==> config.mk <==
export PLATFORM = sky130hd
export DESIGN_NAME = multicycle_controller
export DESIGN_NICKNAME = d
export VERILOG_FILES = /design/src/rtl/mc_pkg.sv /design/src/rtl/mc_alu_decoder.sv /design/src/rtl/multicycle_controller.sv
export SDC_FILE = /design/constraint.sdc
export NUM_CORES = 1
export LEC_CHECK = 0
export CAP_MARGIN = 25
export CORE_AREA = 2 2 72 74
export CTS_CLUSTER_SIZE = 28
export DETAILED_ROUTE_END_ITERATION = 10
export DIE_AREA = 0 0 74 76
export PLACE_DENSITY = 0.84
export SLEW_MARGIN = 20
export SYNTH_ARGS = -nofsm -noshare
export SYNTH_HDL_FRONTEND = slang
export SYNTH_HIERARCHICAL = 1
export SYNTH_SLANG_ARGS = --single-unit
==> constraint.sdc <==
create_clock -name clk -period 2.98 [get_ports clk]
set_input_delay 0.894 -clock clk [delete_from_list [all_inputs] [get_ports clk]]
set_output_delay 0.894 -clock clk [all_outputs]
set_load 0.005 [all_outputs]
==> src/rtl/mc_pkg.sv <==
// ============================================================================
// mc_pkg: state encoding, opcodes and datapath-select codes for the multicycle controller.
// Revision: 1.0
// ============================================================================
`default_nettype none

package mc_pkg;

  typedef logic [3:0] state_t;

  localparam state_t S_FETCH    = 4'd0;
  localparam state_t S_DECODE   = 4'd1;
  localparam state_t S_MEMADR   = 4'd2;
  localparam state_t S_MEMREAD  = 4'd3;
  localparam state_t S_MEMWB    = 4'd4;
  localparam state_t S_MEMWRITE = 4'd5;
  localparam state_t S_EXECR    = 4'd6;
  localparam state_t S_EXECI    = 4'd7;
  localparam state_t S_ALUWB    = 4'd8;
  localparam state_t S_BEQ      = 4'd9;
  localparam state_t S_JAL      = 4'd10;
  localparam state_t S_LUI      = 4'd11;
  localparam state_t S_TRAP     = 4'd12;

  localparam logic [6:0] OP_LW  = 7'b0000011;
  localparam logic [6:0] OP_SW  = 7'b0100011;
  localparam logic [6:0] OP_R   = 7'b0110011;
  localparam logic [6:0] OP_I   = 7'b0010011;
  localparam logic [6:0] OP_BEQ = 7'b1100011;
  localparam logic [6:0] OP_JAL = 7'b1101111;
  localparam logic [6:0] OP_LUI = 7'b0110111;

  localparam logic [2:0] ALU_ADD = 3'b000;
  localparam logic [2:0] ALU_SUB = 3'b001;
  localparam logic [2:0] ALU_AND = 3'b010;
  localparam logic [2:0] ALU_OR  = 3'b011;
  localparam logic [2:0] ALU_SLT = 3'b101;

  localparam logic [1:0] RES_ALUOUT    = 2'b00;
  localparam logic [1:0] RES_DATA      = 2'b01;
  localparam logic [1:0] RES_ALURESULT = 2'b10;
  localparam logic [1:0] RES_IMM       = 2'b11;

  localparam logic [1:0] SRCA_PC    = 2'b00;
  localparam logic [1:0] SRCA_OLDPC = 2'b01;
  localparam logic [1:0] SRCA_RS1   = 2'b10;

  localparam logic [1:0] SRCB_RS2  = 2'b00;
  localparam logic [1:0] SRCB_IMM  = 2'b01;
  localparam logic [1:0] SRCB_FOUR = 2'b10;

  localparam logic [2:0] IMM_I = 3'b000;
  localparam logic [2:0] IMM_S = 3'b001;
  localparam logic [2:0] IMM_B = 3'b010;
  localparam logic [2:0] IMM_J = 3'b011;
  localparam logic [2:0] IMM_U = 3'b100;

  function automatic logic [2:0] imm_src_of(input logic [6:0] op);
    case (op)
      OP_SW:   imm_src_of = IMM_S;
      OP_BEQ:  imm_src_of = IMM_B;
      OP_JAL:  imm_src_of = IMM_J;
      OP_LUI:  imm_src_of = IMM_U;
      default: imm_src_of = IMM_I;
    endcase
  endfunction

endpackage

`default_nettype wire

==> src/rtl/mc_alu_decoder.sv <==
// ============================================================================
// mc_alu_decoder: maps funct3/funct7b5 to an ALU operation for EXECR/EXECI.
// Revision: 1.0
// ============================================================================
`default_nettype none

module mc_alu_decoder
  import mc_pkg::*;
(
  input  logic       op_b5,
  input  logic [2:0] funct3,
  input  logic       funct7b5,
  output logic [2:0] alu_control,
  output logic       illegal
);

  always_comb begin
    alu_control = ALU_ADD;
    illegal     = 1'b0;
    case (funct3)
      // op[5] separates R-type from I-type, so addi can never become sub
      3'b000:  alu_control = (op_b5 & funct7b5) ? ALU_SUB : ALU_ADD;
      3'b010:  alu_control = ALU_SLT;
      3'b110:  alu_control = ALU_OR;
      3'b111:  alu_control = ALU_AND;
      default: illegal     = 1'b1;
    endcase
  end

endmodule

`default_nettype wire

==> src/rtl/multicycle_controller.sv <==
// ============================================================================
// multicycle_controller: FSM sequencing a multi-cycle RV32I-subset datapath.
// Revision: 1.0
// ============================================================================
`default_nettype none

module multicycle_controller
  import mc_pkg::*;
#(
  parameter int CNT_W = 32
) (
  input  logic             clk,
  input  logic             rst_n,
  input  logic [6:0]       op,
  input  logic [2:0]       funct3,
  input  logic             funct7b5,
  input  logic             zero,
  input  logic             mem_ready,
  output logic             mem_req,
  output logic             adr_src,
  output logic             mem_write,
  output logic             ir_write,
  output logic             pc_write,
  output logic             reg_write,
  output logic [1:0]       result_src,
  output logic [1:0]       alu_src_a,
  output logic [1:0]       alu_src_b,
  output logic [2:0]       alu_control,
  output logic [2:0]       imm_src,
  output logic             instr_done,
  output logic             trap,
  output logic [CNT_W-1:0] instret,
  output logic [3:0]       state
);

  state_t     next_state;
  logic [2:0] dec_alu;
  logic       dec_illegal;

  mc_alu_decoder u_alu_decoder (
    .op_b5       (op[5]),
    .funct3      (funct3),
    .funct7b5    (funct7b5),
    .alu_control (dec_alu),
    .illegal     (dec_illegal)
  );

  always_ff @(posedge clk or negedge rst_n) begin
    if (!rst_n) begin
      state   <= S_FETCH;
      instret <= '0;
    end else begin
      state <= next_state;
      if (instr_done) instret <= instret + CNT_W'(1);
    end
  end

  always_comb begin
    next_state = state;
    case (state)
      S_FETCH:    if (mem_ready) next_state = S_DECODE;
      S_DECODE: begin
        case (op)
          OP_LW, OP_SW: next_state = S_MEMADR;
          OP_R:         next_state = S_EXECR;
          OP_I:         next_state = S_EXECI;
          OP_BEQ:       next_state = S_BEQ;
          OP_JAL:       next_state = S_JAL;
          OP_LUI:       next_state = S_LUI;
          default:      next_state = S_TRAP;
        endcase
      end
      S_MEMADR:   next_state = (op == OP_LW) ? S_MEMREAD : S_MEMWRITE;
      S_MEMREAD:  if (mem_ready) next_state = S_MEMWB;
      S_MEMWB:    next_state = S_FETCH;
      S_MEMWRITE: if (mem_ready) next_state = S_FETCH;
      S_EXECR,
      S_EXECI:    next_state = dec_illegal ? S_TRAP : S_ALUWB;
      S_ALUWB:    next_state = S_FETCH;
      S_BEQ:      next_state = S_FETCH;
      S_JAL:      next_state = S_ALUWB;
      S_LUI:      next_state = S_FETCH;
      default:    next_state = S_TRAP;
    endcase
  end

  always_comb begin
    mem_req     = 1'b0;
    adr_src     = 1'b0;
    mem_write   = 1'b0;
    ir_write    = 1'b0;
    pc_write    = 1'b0;
    reg_write   = 1'b0;
    result_src  = RES_ALUOUT;
    alu_src_a   = SRCA_PC;
    alu_src_b   = SRCB_RS2;
    alu_control = ALU_ADD;
    imm_src     = imm_src_of(op);
    instr_done  = 1'b0;
    trap        = 1'b0;
    case (state)
      S_FETCH: begin
        mem_req    = 1'b1;
        alu_src_b  = SRCB_FOUR;
        result_src = RES_ALURESULT;
        ir_write   = mem_ready;
        pc_write   = mem_ready;
      end
      S_DECODE: begin
        alu_src_a = SRCA_OLDPC;
        alu_src_b = SRCB_IMM;
      end
      S_MEMADR: begin
        alu_src_a = SRCA_RS1;
        alu_src_b = SRCB_IMM;
      end
      S_MEMREAD: begin
        mem_req = 1'b1;
        adr_src = 1'b1;
      end
      S_MEMWB: begin
        result_src = RES_DATA;
        reg_write  = 1'b1;
        instr_done = 1'b1;
      end
      S_MEMWRITE: begin
        mem_req    = 1'b1;
        mem_write  = 1'b1;
        adr_src    = 1'b1;
        instr_done = mem_ready;
      end
      S_EXECR: begin
        alu_src_a   = SRCA_RS1;
        alu_control = dec_alu;
      end
      S_EXECI: begin
        alu_src_a   = SRCA_RS1;
        alu_src_b   = SRCB_IMM;
        alu_control = dec_alu;
      end
      S_ALUWB: begin
        reg_write  = 1'b1;
        instr_done = 1'b1;
      end
      S_BEQ: begin
        alu_src_a   = SRCA_RS1;
        alu_control = ALU_SUB;
        pc_write    = zero;
        instr_done  = 1'b1;
      end
      S_JAL: begin
        alu_src_a = SRCA_OLDPC;
        alu_src_b = SRCB_FOUR;
        pc_write  = 1'b1;
      end
      S_LUI: begin
        result_src = RES_IMM;
        reg_write  = 1'b1;
        instr_done = 1'b1;
      end
      default: trap = 1'b1;
    endcase
  end

endmodule

`default_nettype wire

==> impl_metrics.yaml, run 1 <==
status:
  status: "finished, final reports clean"
global_route:
  track_usage_pct: 21.20
  met3_usage_pct: 4.365
  grt_first_pass_wirelength_um: 9591
  grt_pass1_vias: 2078
  overflow: 0
  grt_use_met2_pct: 34.73
  grt_max_degree: 37
  met1_usage_pct: 28.09
  antenna_found_initial: 0
  grt.busiest_layer: "met2"
floorplanning:
  rows: 26
  num_io_pins: 71
  die_w_um: 74
  die_h_um: 76
  floorplan.initialDensity_pct: 47.35
  fp.coreArea_um2: 4912
  fp.dieArea_um2: 5624
finish:
  drive_gt1_share_pct: 18.92
  n_antenna_cell: 0
  utilization_pct: 67.86
  fin_nets: 348
  fin_cells: 403
  syn2layout_area_growth_pct: 43.30
placement:
  place.gp.congestion: 0.8343
  placement.io_buffers: 70
  dp_cells: 395
  hpwl_um: 4266
  place_ws_ns: -0.5448
power_and_ir_drop:
  ir_worst_vdd_mv: 0.1451
  p_total_uw: 908.9
  cellLeakagePower_nw: 1.455
  power_density_nw_per_um2: 272.7
routing:
  vias: 2159
  routed_wl_um: 5840
  viasPerCell: 5.357
  drt_iter0_drc: 115
  dr.pass1.iters: 4
  wl_per_cell_um: 14.49
  drcViolationCount: 0
  ant_nets: 0
timing:
  max_slew.worst_pin.slew_ns: 0.5248
  setup_viol: 0
  min_period_ns: 2.941
  fin_crit_sh_pct: 98.68
  slew_headroom_pct: 64.75
  final.setup.tns_ns: 0
  timing.final.ws_setup_ns: 0.03946
  hold_viol_final: 0
  finalClockSkew_ns: 0.006674
  fmax_ghz: 0.3401
  slew_viol_final: 0
critical_path:
  crit_required_ns: 2.09
  r2r_slack_ns: 1.02
  ff2ff_path_depth: 6
  crit_fanout: 4
  crit_type: "in2out"
  r2r-end: "instret[16]$_DFFE_PN0P_"
  cp-start-kind: "input port"
  end_kind: "primary output"
  r2r-start: "state[1]$_DFFE_PN0P_"
  cp.arrival_ns: 2.05
logic_synthesis:
  synth.avg_cell_area_um2: 9.494
  synth_area_leader_cell: "dfrtp_1"
  synth_top_cell_area_share_pct: 38.73
  synth_nets: 261
  yosys_register_bits: 36
  ys.flop_type: "dfrtp_1"
  synth-edff-count: 0
  syn_inst: 245
  netlist_top_cells_area: "dfrtp_1 (39%), xor2_1 (6.8%), xnor2_1 (6.4%), nand3_1 (4.5%), nor2_1 (3.4%)"
  synthArstFlopShare_pct: 100.0
  synthDistinctLibCells: 54
  yosys-top-cells-count: "dfrtp_1 (36), nand3_1 (21), nor2_1 (21)"
  ys_warn_count: 6
  mappedNetlistArea_um2: 2326
  yosysMostFrequentCell: "dfrtp_1"
  synth-seq-area-share_pct: 38.73
clocking:
  cts_setup_buffers: 0
  htreeDepth: 2
  clk_latency_ns: 0.29
  cts_sinks: 36
  cts_hold_buf: 0
  cts_buffers: 5
  cts_buffer_depth: 2
  cts-root-buf: "clkbuf_8"
  path_clk_slew_ns: 0.07
  cts_tree: "done"
hold_path:
  worst_hold_path_type: "reg2reg"
  hold_end: "instret[31]$_DFFE_PN0P_"
  holdPathStages: 1
  hp-start: "instret[31]$_DFFE_PN0P_"
run:
  drv_cap: 0
==> cells by family after synthesis <==
family / Yosys count / synth area share (%)
XOR/XNOR: 35 / 13.18
flip-flops: 36 / 38.73
buffers and inverters: 14 / 2.582
AO/OA/AOI/OAI: 28 / 9.683
AND/OR/NAND/NOR: 129 / 34.37
multiplexers: 2 / 0.9145
adder cells (fa/ha/maj): 1 / 0.5378
==> sequential cells by signal, indices dropped and copies added, names as in the netlist <==
signal	count
instret	32
state	4
==> timing repair <==
action / CTS / global route
resized for setup: 23 / 13
setup endpoints to repair: 11 / 12
pin swaps: 3 / 2
==> worst max-delay path by stage <==
| stage | start | endpoint | slack [ns] |
|---|---|---|---|
| finish | op[1] | imm_src[1] | 0.04 |
| global route | op[0] | imm_src[1] | -0.01 |
| CTS | op[4] | imm_src[2] | -0.03 |
| detailed placement | op[3] | imm_src[0] | -0.54 |
| global placement | op[3] | imm_src[0] | -0.56 |
| floorplan | op[3] | imm_src[0] | 0.20 |
==> final cells by class <==
type                       instances  area [µm²]
clock buffer                       6       82.58
sequential                        36       904.6
clock inverter                     2       10.01
multi-input combinational        195        1389
tap                               70       87.58
inverter                           4       15.01
timing repair buffer              90       844.6
fill                             382        1579
==> cells in the final DEF, fill, tap and decap left out, drive strengths merged, types with 5 or more instances in the layout <==
cell           Yosys  routed
a21oi              7       7
and3               9       9
buf                3      22
clkbuf             7       6
clkdlybuf4s50      0      55
dfrtp             36      36
dlygate4sd2        0       6
nand2             21      21
nand2b             5       5
nand3             21      21
nand4              9       9
nor2              22      22
nor2b              8       8
nor3              13      13
o21ai              6       6
xnor2             17      17
xor2              18      18
==> worst max-delay path, stage by stage <==
cell and delay (ns):
clkdlybuf4s50_1 0.49, nand2_2 0.08, buf_4 0.16, nor3_2 0.20
clkdlybuf4s15_1 0.23
==> per-layer routing <==
metal | vias to the layer above | routed length [µm] | share of wire (%)
met2 | 96 | 2780 | 48
li1 | 1050 | - | -
met1 | 1008 | 2602 | 45
met4 | 0 | 56 | 0.96
met5 | - | 0 | 0
met3 | 5 | 400 | 6.8
==> stage by stage <==
| step | cell area (µm²) | hold WS, ns |
|---|---|---|
| after floorplan | 2326 | 0.4647 |
| after global placement | 3219 | 0.4561 |
| after detailed placement | 3219 | 0.4671 |
| after CTS | 3303 | 0.4802 |
| after global routing | 3333 | 0.4917 |
| final | 3333 | 0.4749 |
==> report_power, final <==
part | switching, mW | internal (mW)
Combinational | 0.0328 | 0.0324
Clock | 0.171 | 0.184
Sequential | 0 | 0.488
Total | 0.204 | 0.705
No activity file was read; power rests on OpenSTA's default activity.
==> run 2: changes to the inputs <==
--- a/config.mk
+++ b/config.mk
@@ -5,7 +5,6 @@
 export SDC_FILE = /design/constraint.sdc
 export NUM_CORES = 1
 export LEC_CHECK = 0
-export CAP_MARGIN = 25
 export CORE_AREA = 2 2 72 74
 export CTS_CLUSTER_SIZE = 28
 export DETAILED_ROUTE_END_ITERATION = 10
==> results of run 2 <==
Final layout, timing and power as in run 1 (identical DEF).
